<file path="src/rtl/multi_channel_buffer_if.sv">
`default_nettype none
// =============================================================================
// multi_channel_buffer_if : write/read/flush/status bundle for multi_channel_buffer
// Rev 1.0
// =============================================================================
interface multi_channel_buffer_if #(
  parameter int NumChannels = 4,
  parameter int BufferDepth = 8,
  parameter int DataWidth   = 64
);
  localparam int CW = $clog2(NumChannels);
  localparam int PW = $clog2(BufferDepth);
  localparam int NW = PW + 1;

  logic                      wrValid;
  logic [CW-1:0]             wrCh;
  logic [DataWidth-1:0]      wrData;
  logic                      wrReady;
  logic                      rdReq;
  logic [CW-1:0]             rdCh;
  logic                      rdValid;
  logic [DataWidth-1:0]      rdData;
  logic [CW-1:0]             rdChOut;
  logic [NumChannels-1:0]    flush;
  logic [NumChannels-1:0]    full;
  logic [NumChannels-1:0]    empty;
  logic [NumChannels*NW-1:0] count;

  modport master (
    output wrValid, wrCh, wrData, rdReq, rdCh, flush,
    input  wrReady, rdValid, rdData, rdChOut, full, empty, count
  );

  modport slave (
    input  wrValid, wrCh, wrData, rdReq, rdCh, flush,
    output wrReady, rdValid, rdData, rdChOut, full, empty, count
  );
endinterface
`default_nettype wire

</file>
<file path="src/rtl/multi_channel_buffer.sv">
`default_nettype none
// =============================================================================
// multi_channel_buffer : N independent FIFO channels sharing one storage array
// Rev 1.0
// =============================================================================
module multi_channel_buffer #(
  parameter int NumChannels = 4,
  parameter int BufferDepth = 8,
  parameter int DataWidth   = 64
) (
  input  wire logic              clk,
  input  wire logic              rst,
  multi_channel_buffer_if.slave  bus
);
  localparam int CW = $clog2(NumChannels);
  localparam int PW = $clog2(BufferDepth);
  localparam int NW = PW + 1;
  localparam int AW = CW + PW;

  logic [DataWidth-1:0]   mem_q [NumChannels*BufferDepth];
  logic [PW-1:0]          wr_ptr_q [NumChannels];
  logic [PW-1:0]          wr_ptr_d [NumChannels];
  logic [PW-1:0]          rd_ptr_q [NumChannels];
  logic [PW-1:0]          rd_ptr_d [NumChannels];
  logic [NW-1:0]          cnt_q    [NumChannels];
  logic [NW-1:0]          cnt_d    [NumChannels];

  logic                   rd_valid_q, rd_valid_d;
  logic [DataWidth-1:0]   rd_data_q,  rd_data_d;
  logic [CW-1:0]          rd_ch_q,    rd_ch_d;

  logic [NumChannels-1:0] ch_full;
  logic [NumChannels-1:0] ch_empty;
  logic [NumChannels-1:0] wr_hit;
  logic [NumChannels-1:0] rd_hit;
  logic                   wr_ch_ok, rd_ch_ok;
  logic                   wr_ready, wr_acc, rd_acc;
  logic [AW-1:0]          wr_addr, rd_addr;

  generate
    for (genvar c = 0; c < NumChannels; c++) begin : g_status
      assign ch_full[c]               = (cnt_q[c] == NW'(BufferDepth));
      assign ch_empty[c]              = (cnt_q[c] == '0);
      assign bus.count[c*NW +: NW]    = cnt_q[c];
    end
  endgenerate

  assign bus.full  = ch_full;
  assign bus.empty = ch_empty;

  // Status comes from registered counts only, so same-cycle traffic never bypasses full/empty
  assign wr_ch_ok = (32'(bus.wrCh) < 32'(NumChannels));
  assign rd_ch_ok = (32'(bus.rdCh) < 32'(NumChannels));
  assign wr_ready = wr_ch_ok && !ch_full[bus.wrCh] && !bus.flush[bus.wrCh];
  assign wr_acc   = bus.wrValid && wr_ready;
  assign rd_acc   = bus.rdReq && rd_ch_ok && !ch_empty[bus.rdCh] && !bus.flush[bus.rdCh];

  assign bus.wrReady = wr_ready;
  assign wr_addr     = {bus.wrCh, wr_ptr_q[bus.wrCh]};
  assign rd_addr     = {bus.rdCh, rd_ptr_q[bus.rdCh]};

  always_comb begin
    wr_hit = '0;
    rd_hit = '0;
    for (int c = 0; c < NumChannels; c++) begin
      wr_hit[c] = wr_acc && (bus.wrCh == CW'(c));
      rd_hit[c] = rd_acc && (bus.rdCh == CW'(c));
    end
  end

  always_comb begin
    for (int c = 0; c < NumChannels; c++) begin
      wr_ptr_d[c] = wr_ptr_q[c];
      rd_ptr_d[c] = rd_ptr_q[c];
      cnt_d[c]    = cnt_q[c];
      if (bus.flush[c]) begin
        wr_ptr_d[c] = '0;
        rd_ptr_d[c] = '0;
        cnt_d[c]    = '0;
      end else begin
        if (wr_hit[c]) wr_ptr_d[c] = wr_ptr_q[c] + PW'(1);
        if (rd_hit[c]) rd_ptr_d[c] = rd_ptr_q[c] + PW'(1);
        cnt_d[c] = cnt_q[c] + NW'(wr_hit[c]) - NW'(rd_hit[c]);
      end
    end
  end

  always_comb begin
    rd_valid_d = rd_acc;
    rd_data_d  = rd_data_q;
    rd_ch_d    = rd_ch_q;
    if (rd_acc) begin
      rd_data_d = mem_q[rd_addr];
      rd_ch_d   = bus.rdCh;
    end
  end

  always_ff @(posedge clk or negedge rst) begin
    if (!rst) begin
      for (int c = 0; c < NumChannels; c++) begin
        wr_ptr_q[c] <= '0;
        rd_ptr_q[c] <= '0;
        cnt_q[c]    <= '0;
      end
      rd_valid_q <= 1'b0;
      rd_data_q  <= '0;
      rd_ch_q    <= '0;
    end else begin
      for (int c = 0; c < NumChannels; c++) begin
        wr_ptr_q[c] <= wr_ptr_d[c];
        rd_ptr_q[c] <= rd_ptr_d[c];
        cnt_q[c]    <= cnt_d[c];
      end
      rd_valid_q <= rd_valid_d;
      rd_data_q  <= rd_data_d;
      rd_ch_q    <= rd_ch_d;
    end
  end

  // Payload storage is deliberately left out of reset
  always_ff @(posedge clk) begin
    if (wr_acc) mem_q[wr_addr] <= bus.wrData;
  end

  assign bus.rdValid = rd_valid_q;
  assign bus.rdData  = rd_data_q;
  assign bus.rdChOut = rd_ch_q;
endmodule
`default_nettype wire

</file>
<file path="src/flat_wrapper.sv">
// flat-port wrapper written by rule: the top's interface ports become plain ports
module multi_channel_buffer_flat 
#(
  parameter int NumChannels = 4,
  parameter int BufferDepth = 8,
  parameter int DataWidth   = 64
)
  (clk, rst, bus_wrValid, bus_wrCh, bus_wrData, bus_rdReq, bus_rdCh, bus_flush, bus_wrReady, bus_rdValid, bus_rdData, bus_rdChOut, bus_full, bus_empty, bus_count);
  multi_channel_buffer_if #(.NumChannels(NumChannels), .BufferDepth(BufferDepth), .DataWidth(DataWidth)) bus_i ();
  input  wire logic clk;
  input  wire logic rst;
  input wire logic [$bits(bus_i.wrValid)-1:0] bus_wrValid;
  input wire logic [$bits(bus_i.wrCh)-1:0] bus_wrCh;
  input wire logic [$bits(bus_i.wrData)-1:0] bus_wrData;
  input wire logic [$bits(bus_i.rdReq)-1:0] bus_rdReq;
  input wire logic [$bits(bus_i.rdCh)-1:0] bus_rdCh;
  input wire logic [$bits(bus_i.flush)-1:0] bus_flush;
  output wire logic [$bits(bus_i.wrReady)-1:0] bus_wrReady;
  output wire logic [$bits(bus_i.rdValid)-1:0] bus_rdValid;
  output wire logic [$bits(bus_i.rdData)-1:0] bus_rdData;
  output wire logic [$bits(bus_i.rdChOut)-1:0] bus_rdChOut;
  output wire logic [$bits(bus_i.full)-1:0] bus_full;
  output wire logic [$bits(bus_i.empty)-1:0] bus_empty;
  output wire logic [$bits(bus_i.count)-1:0] bus_count;
  assign bus_i.wrValid = bus_wrValid;
  assign bus_i.wrCh = bus_wrCh;
  assign bus_i.wrData = bus_wrData;
  assign bus_i.rdReq = bus_rdReq;
  assign bus_i.rdCh = bus_rdCh;
  assign bus_i.flush = bus_flush;
  assign bus_wrReady = bus_i.wrReady;
  assign bus_rdValid = bus_i.rdValid;
  assign bus_rdData = bus_i.rdData;
  assign bus_rdChOut = bus_i.rdChOut;
  assign bus_full = bus_i.full;
  assign bus_empty = bus_i.empty;
  assign bus_count = bus_i.count;
  multi_channel_buffer #(.NumChannels(NumChannels), .BufferDepth(BufferDepth), .DataWidth(DataWidth)) u_core (.clk(clk), .rst(rst), .bus(bus_i));
endmodule
</file>
<file path="config.mk">
export PLATFORM = sky130hd
export DESIGN_NAME = multi_channel_buffer_flat
export DESIGN_NICKNAME = d
export VERILOG_FILES = /design/src/rtl/multi_channel_buffer_if.sv /design/src/rtl/multi_channel_buffer.sv /design/src/flat_wrapper.sv
export SDC_FILE = /design/constraint.sdc
export NUM_CORES = 2
export LEC_CHECK = 0
export ABC_AREA = 1
export BUFFER_PORTS_ARGS = -buffer_cell sky130_fd_sc_hd__buf_2
export CAP_MARGIN = 20
export CORE_MARGIN = 10
export CORE_UTILIZATION = 27
export CTS_CLUSTER_DIAMETER = 60
export DETAILED_ROUTE_END_ITERATION = 6
export PLACE_DENSITY_LB_ADDON = 0.15
export SLEW_MARGIN = 5
export SYNTH_ARGS = -nofsm -noshare
export SYNTH_HDL_FRONTEND = slang
export SYNTH_SLANG_ARGS = --single-unit
export TNS_END_PERCENT = 10
</file>
<file path="constraint.sdc">
create_clock -name clk -period 11.14 [get_ports clk]
set_clock_uncertainty 0.2 [all_clocks]
set_input_delay 0.557 -clock clk [delete_from_list [all_inputs] [get_ports clk]]
set_output_delay 0.557 -clock clk [all_outputs]
set_load 0.1 [all_outputs]
</file>
==> results.txt <==
----------------------------------------------------
[Outcome]
  Run status ... completed

[Yosys]
  Post-synth EDFFs ... 2,048
  Most common library cells after synthesis ... 2,048 x sky130_fd_sc_hd__edfxtp_1, 1,890 x sky130_fd_sc_hd__nand3_1, 1,397 x sky130_fd_sc_hd__nand2_1, 1,227 x sky130_fd_sc_hd__inv_1, 704 x sky130_fd_sc_hd__nand3b_1
  Cell taking the most area after synthesis ... sky130_fd_sc_hd__edfxtp_1
  Mean cell area of the mapped netlist ... 11.2 sq um
  Unique masters post-synth ... 31
  Gate Count Post-Synth ... 8,328
  Net count after synthesis ... 8,440
  Count of state elements after synthesis ... 2,155
  Yosys top cell area share ... 65.9%
  Primary FF master, synth ... sky130_fd_sc_hd__edfxtp_1
  Library cell with the highest instance count after synthesis ... sky130_fd_sc_hd__edfxtp_1
  Proportion of synthesized chip area in sequential cells ... 68.8%
  Async set-reset flop share out of synthesis ... 4.97%
  Synthesized cell area ... 93,300 sq um
  Most area-consuming cells after synthesis ... sky130_fd_sc_hd__edfxtp_1 66%, sky130_fd_sc_hd__nand3_1 10%, sky130_fd_sc_hd__nand3b_1 5.7%, sky130_fd_sc_hd__nand2_1 5.6%, sky130_fd_sc_hd__inv_1 4.9%
  YS warnings ... 0

[Critical path]
  Crit path top cell by count ... sky130_fd_sc_hd__nand3_1
  CP top delay family ... buffers and inverters
  CP cell instances ... dlygate4sd3_1 -> buf_2 -> inv_1 -> nand2_1 -> nand2_1 -> nand2_4 -> buf_4 -> buf_4 -> buf_4 -> buf_12 -> nand3_1 -> nand3_1 -> nand3_1 -> nand3_1 -> nand3_1 -> nor2_1 -> nor2_1
  Required @ worst endpoint ... 11,720 ps
  Critical path fanouts, max ... 164
  Delay of the slowest cell on the worst path ... 820 ps
  Buffers plus inverters on the worst setup path ... 7
  Element type at the critical path start ... input port
  CP Capture Type ... flop
  Worst Setup Path Type ... input port to flop
  Data arrival time of the critical path ... 5960 ps
  Worst path slowest cell ... sky130_fd_sc_hd__buf_4

[Global route]
  Maximum number of pins on one net before global-route repair ... 165
  Overflow left after global routing ... 0
  Number of antenna violations at the first check in global routing ... 21
  First-pass GRT wire length ... 466,000 um
  Via count of the first global-routing pass ... 62,200
  Global routing usage summed across all routing layers ... 16.9%

[Detailed routing]
  Wirelength per Cell ... 24.6 um
  Vias per inst ... 4.75
  DR vias ... 62,700
  Post-detailed-routing wire length ... 325,000 um
  Total DRC errors in the routed layout ... 0
  Number of iterations in the first detailed-routing pass ... 6
  Number of DRC violations after detailed-routing iteration 0 ... 5,102
  Post-route antenna net violation count ... 0

[Clocking]
  Clock sink count ... 2,155
  Maximum count of clock buffers along a single path ... 4
  Insertion delay of the later-clocked pin in the worst-skew pair ... 880 ps
  Clock root buffer master ... sky130_fd_sc_hd__clkbuf_16
  Clock tree from TritonCTS ... done
  Number of buffers inserted to repair setup after CTS ... 0
  Depth of the CTS H-tree ... 5
  Clock transition at path regs ... 60 ps
  Number of clock buffers inserted by TritonCTS ... 272

[Worst hold path]
  Class of the most critical hold timing path ... input port to flop

[Floorplanning]
  Core region area ... 344,000 sq um
  Die footprint ... 370,000 sq um
  Site row count ... 215
  Die X-Extent ... 608 um
  Vertical extent of the die ... 608 um
  Number of top-level pins ... 168
  Effective utilization at floorplan ... 27.2%

[Timing]
  Worst Hold Margin ... 43.9 ps
  Finish-stage setup viols ... 0
  Worst Tran Pin Value ... 1160 ps
  Maximum achievable frequency ... 186 MHz
  Final hold violations ... 0
  Slew HR ... 22.7%
  Clock period minus final worst setup slack ... 5380 ps
  Summed negative setup slack over all endpoints ... 0 ps
  Tcrit/Tclk final ... 48.3%
  Final max-slew violation count ... 0
  RSZ-0062 raised after global routing ... false

[Flow run]
  Max cap viols ... 0

[Layout]
  Non-Filler Instances ... 13,200
  Layout cell share with drive strength beyond 1 ... 8.18%
  End-of-flow core utilization ... 31.6%
  Post-layout net count ... 8,546
  Post-route cell area ... 109,000 sq um
  Area growth from synthesis to layout ... 16.3%

[Placed design]
  DP Wirelength ... 157,000 um
  Number of port buffers ... 167
  Area after DPL ... 99,300 sq um
  Instance count after placement with tap cells included ... 12,600
  Gp weighted congestion ... 0.729

[Power]
  Worst vdd rail ir drop ... 0.105 mV
  LEAKAGE ... 40.8 nW
  Pwr/cell area ... 186 nW/um^2

----------------------------------------------------
==> registers in the layout, indices dropped and copies added (netlist names) <==
signal / count
u_core.rd_ptr_q: 12
u_core.bus.rdValid: 1
u_core.wr_ptr_q: 12
u_core.bus.rdChOut: 2
u_core.bus.rdData: 64
u_core.mem_q: 2048
u_core.bus.count: 16
==> cell families (layout without fill, tap and decap cells) <==
family	count (synthesis)	after routing	synth area share, %
DFF	2155	2155	68.8
AOI/OAI and AO/OA	119	119	0.835
muxes	2	2	0.0241
buffers and inverters	1760	2079	7.32
and+or+nand+nor	4249	4249	22.5
other	0	4	0
adders and majority gates	36	36	0.515
xor gates and xnor gates	7	7	0.0657
==> routing by layer <==
layer  track usage [%]  share of wire, %
met5                 0             0.022
met4              3.95               2.3
met3              2.33               4.5
met2              28.9                48
met1              22.6                45
==> timing repair <==
action / in CTS / in global routing
gates resized for setup: 0 / 0
hold buffers: 72 / 0
endpoints found under the hold margin: 1835 / 0
==> stage by stage <==
step                setup slack (ps)  power, mW
detailed placement              5380       11.9
global placement                5380       11.9
finish                          5760       20.2
global route                    5450       21.0
floorplan                       2430       11.0
CTS                             5770       20.5
==> where the power goes <==
group | total, mW | internal, mW | switching, mW | leakage [nW]
clock | 8.55 | 5.00 | 3.55 | 4.14
sequential | 9.15 | 9.02 | 0.130 | 19.7
combinational | 2.55 | 0.488 | 2.06 | 16.9
==> path summary, 6_finish.rpt <==
kind                                      from                     to  slack (ps)  cells past startpoint
max                                bus_rdCh[0]  u_core.bus.rdData[60]        5760                     17
min                             bus_wrData[16]   u_core.mem_q[13][16]          40                      1
max reg2reg                 u_core.rd_ptr_q[0]  u_core.bus.rdData[60]        5840                     14
min reg2reg                u_core.rd_ptr_q[11]    u_core.rd_ptr_q[11]         270                      1
max in group asynchronous                  rst  u_core.bus.rdData[17]        9280                      3
min in group asynchronous                  rst  u_core.bus.rdData[26]          50                      2
==> worst register-to-register path, stage by stage (launching register included) <==
cell                      delay, ps
sky130_fd_sc_hd__dfrtp_1        410
sky130_fd_sc_hd__nand2_1         90
sky130_fd_sc_hd__nand2_1        100
sky130_fd_sc_hd__nand2_4        400
sky130_fd_sc_hd__buf_4          720
sky130_fd_sc_hd__buf_4          830
sky130_fd_sc_hd__buf_4          790
sky130_fd_sc_hd__buf_12         730
sky130_fd_sc_hd__nand3_1        290
sky130_fd_sc_hd__nand3_1        150
sky130_fd_sc_hd__nand3_1         90
sky130_fd_sc_hd__nand3_1        180
sky130_fd_sc_hd__nand3_1        100
sky130_fd_sc_hd__nor2_1          90
sky130_fd_sc_hd__nor2_1          40
==> cell type report <==
cell class	count	area, sq um
fillers	34600	235000
flip-flops and latches	2155	64200
multi-input cells	4413	22600
clock buffers	378	7470
well taps	4557	5700
inverters	1230	4640
repair buffers	362	2840
clock inverters	109	1050
diodes	4	10.0
==> layout by cell type, fill, tap and decap left out, types with 5 or more instances in the layout <==
| master | n |
|---|---|
| sky130_fd_sc_hd__a21oi_1 | 23 |
| sky130_fd_sc_hd__buf_12 | 25 |
| sky130_fd_sc_hd__buf_2 | 166 |
| sky130_fd_sc_hd__buf_4 | 96 |
| sky130_fd_sc_hd__bufinv_16 | 12 |
| sky130_fd_sc_hd__clkbuf_1 | 88 |
| sky130_fd_sc_hd__clkbuf_16 | 280 |
| sky130_fd_sc_hd__clkbuf_8 | 11 |
| sky130_fd_sc_hd__clkinv_1 | 33 |
| sky130_fd_sc_hd__clkinv_2 | 25 |
| sky130_fd_sc_hd__clkinv_4 | 10 |
| sky130_fd_sc_hd__clkinv_8 | 6 |
| sky130_fd_sc_hd__clkinvlp_4 | 5 |
| sky130_fd_sc_hd__dfrtp_1 | 107 |
| sky130_fd_sc_hd__dlygate4sd3_1 | 72 |
| sky130_fd_sc_hd__edfxtp_1 | 2048 |
| sky130_fd_sc_hd__ha_1 | 32 |
| sky130_fd_sc_hd__inv_1 | 1223 |
| sky130_fd_sc_hd__inv_6 | 17 |
| sky130_fd_sc_hd__nand2_1 | 1394 |
| sky130_fd_sc_hd__nand3_1 | 1890 |
| sky130_fd_sc_hd__nand3b_1 | 704 |
| sky130_fd_sc_hd__nor2_1 | 213 |
| sky130_fd_sc_hd__nor2_4 | 37 |
| sky130_fd_sc_hd__o211ai_1 | 64 |
| sky130_fd_sc_hd__o21ai_0 | 21 |
| sky130_fd_sc_hd__xor2_1 | 6 |
Note: power is estimated with default switching activity, not from simulation.
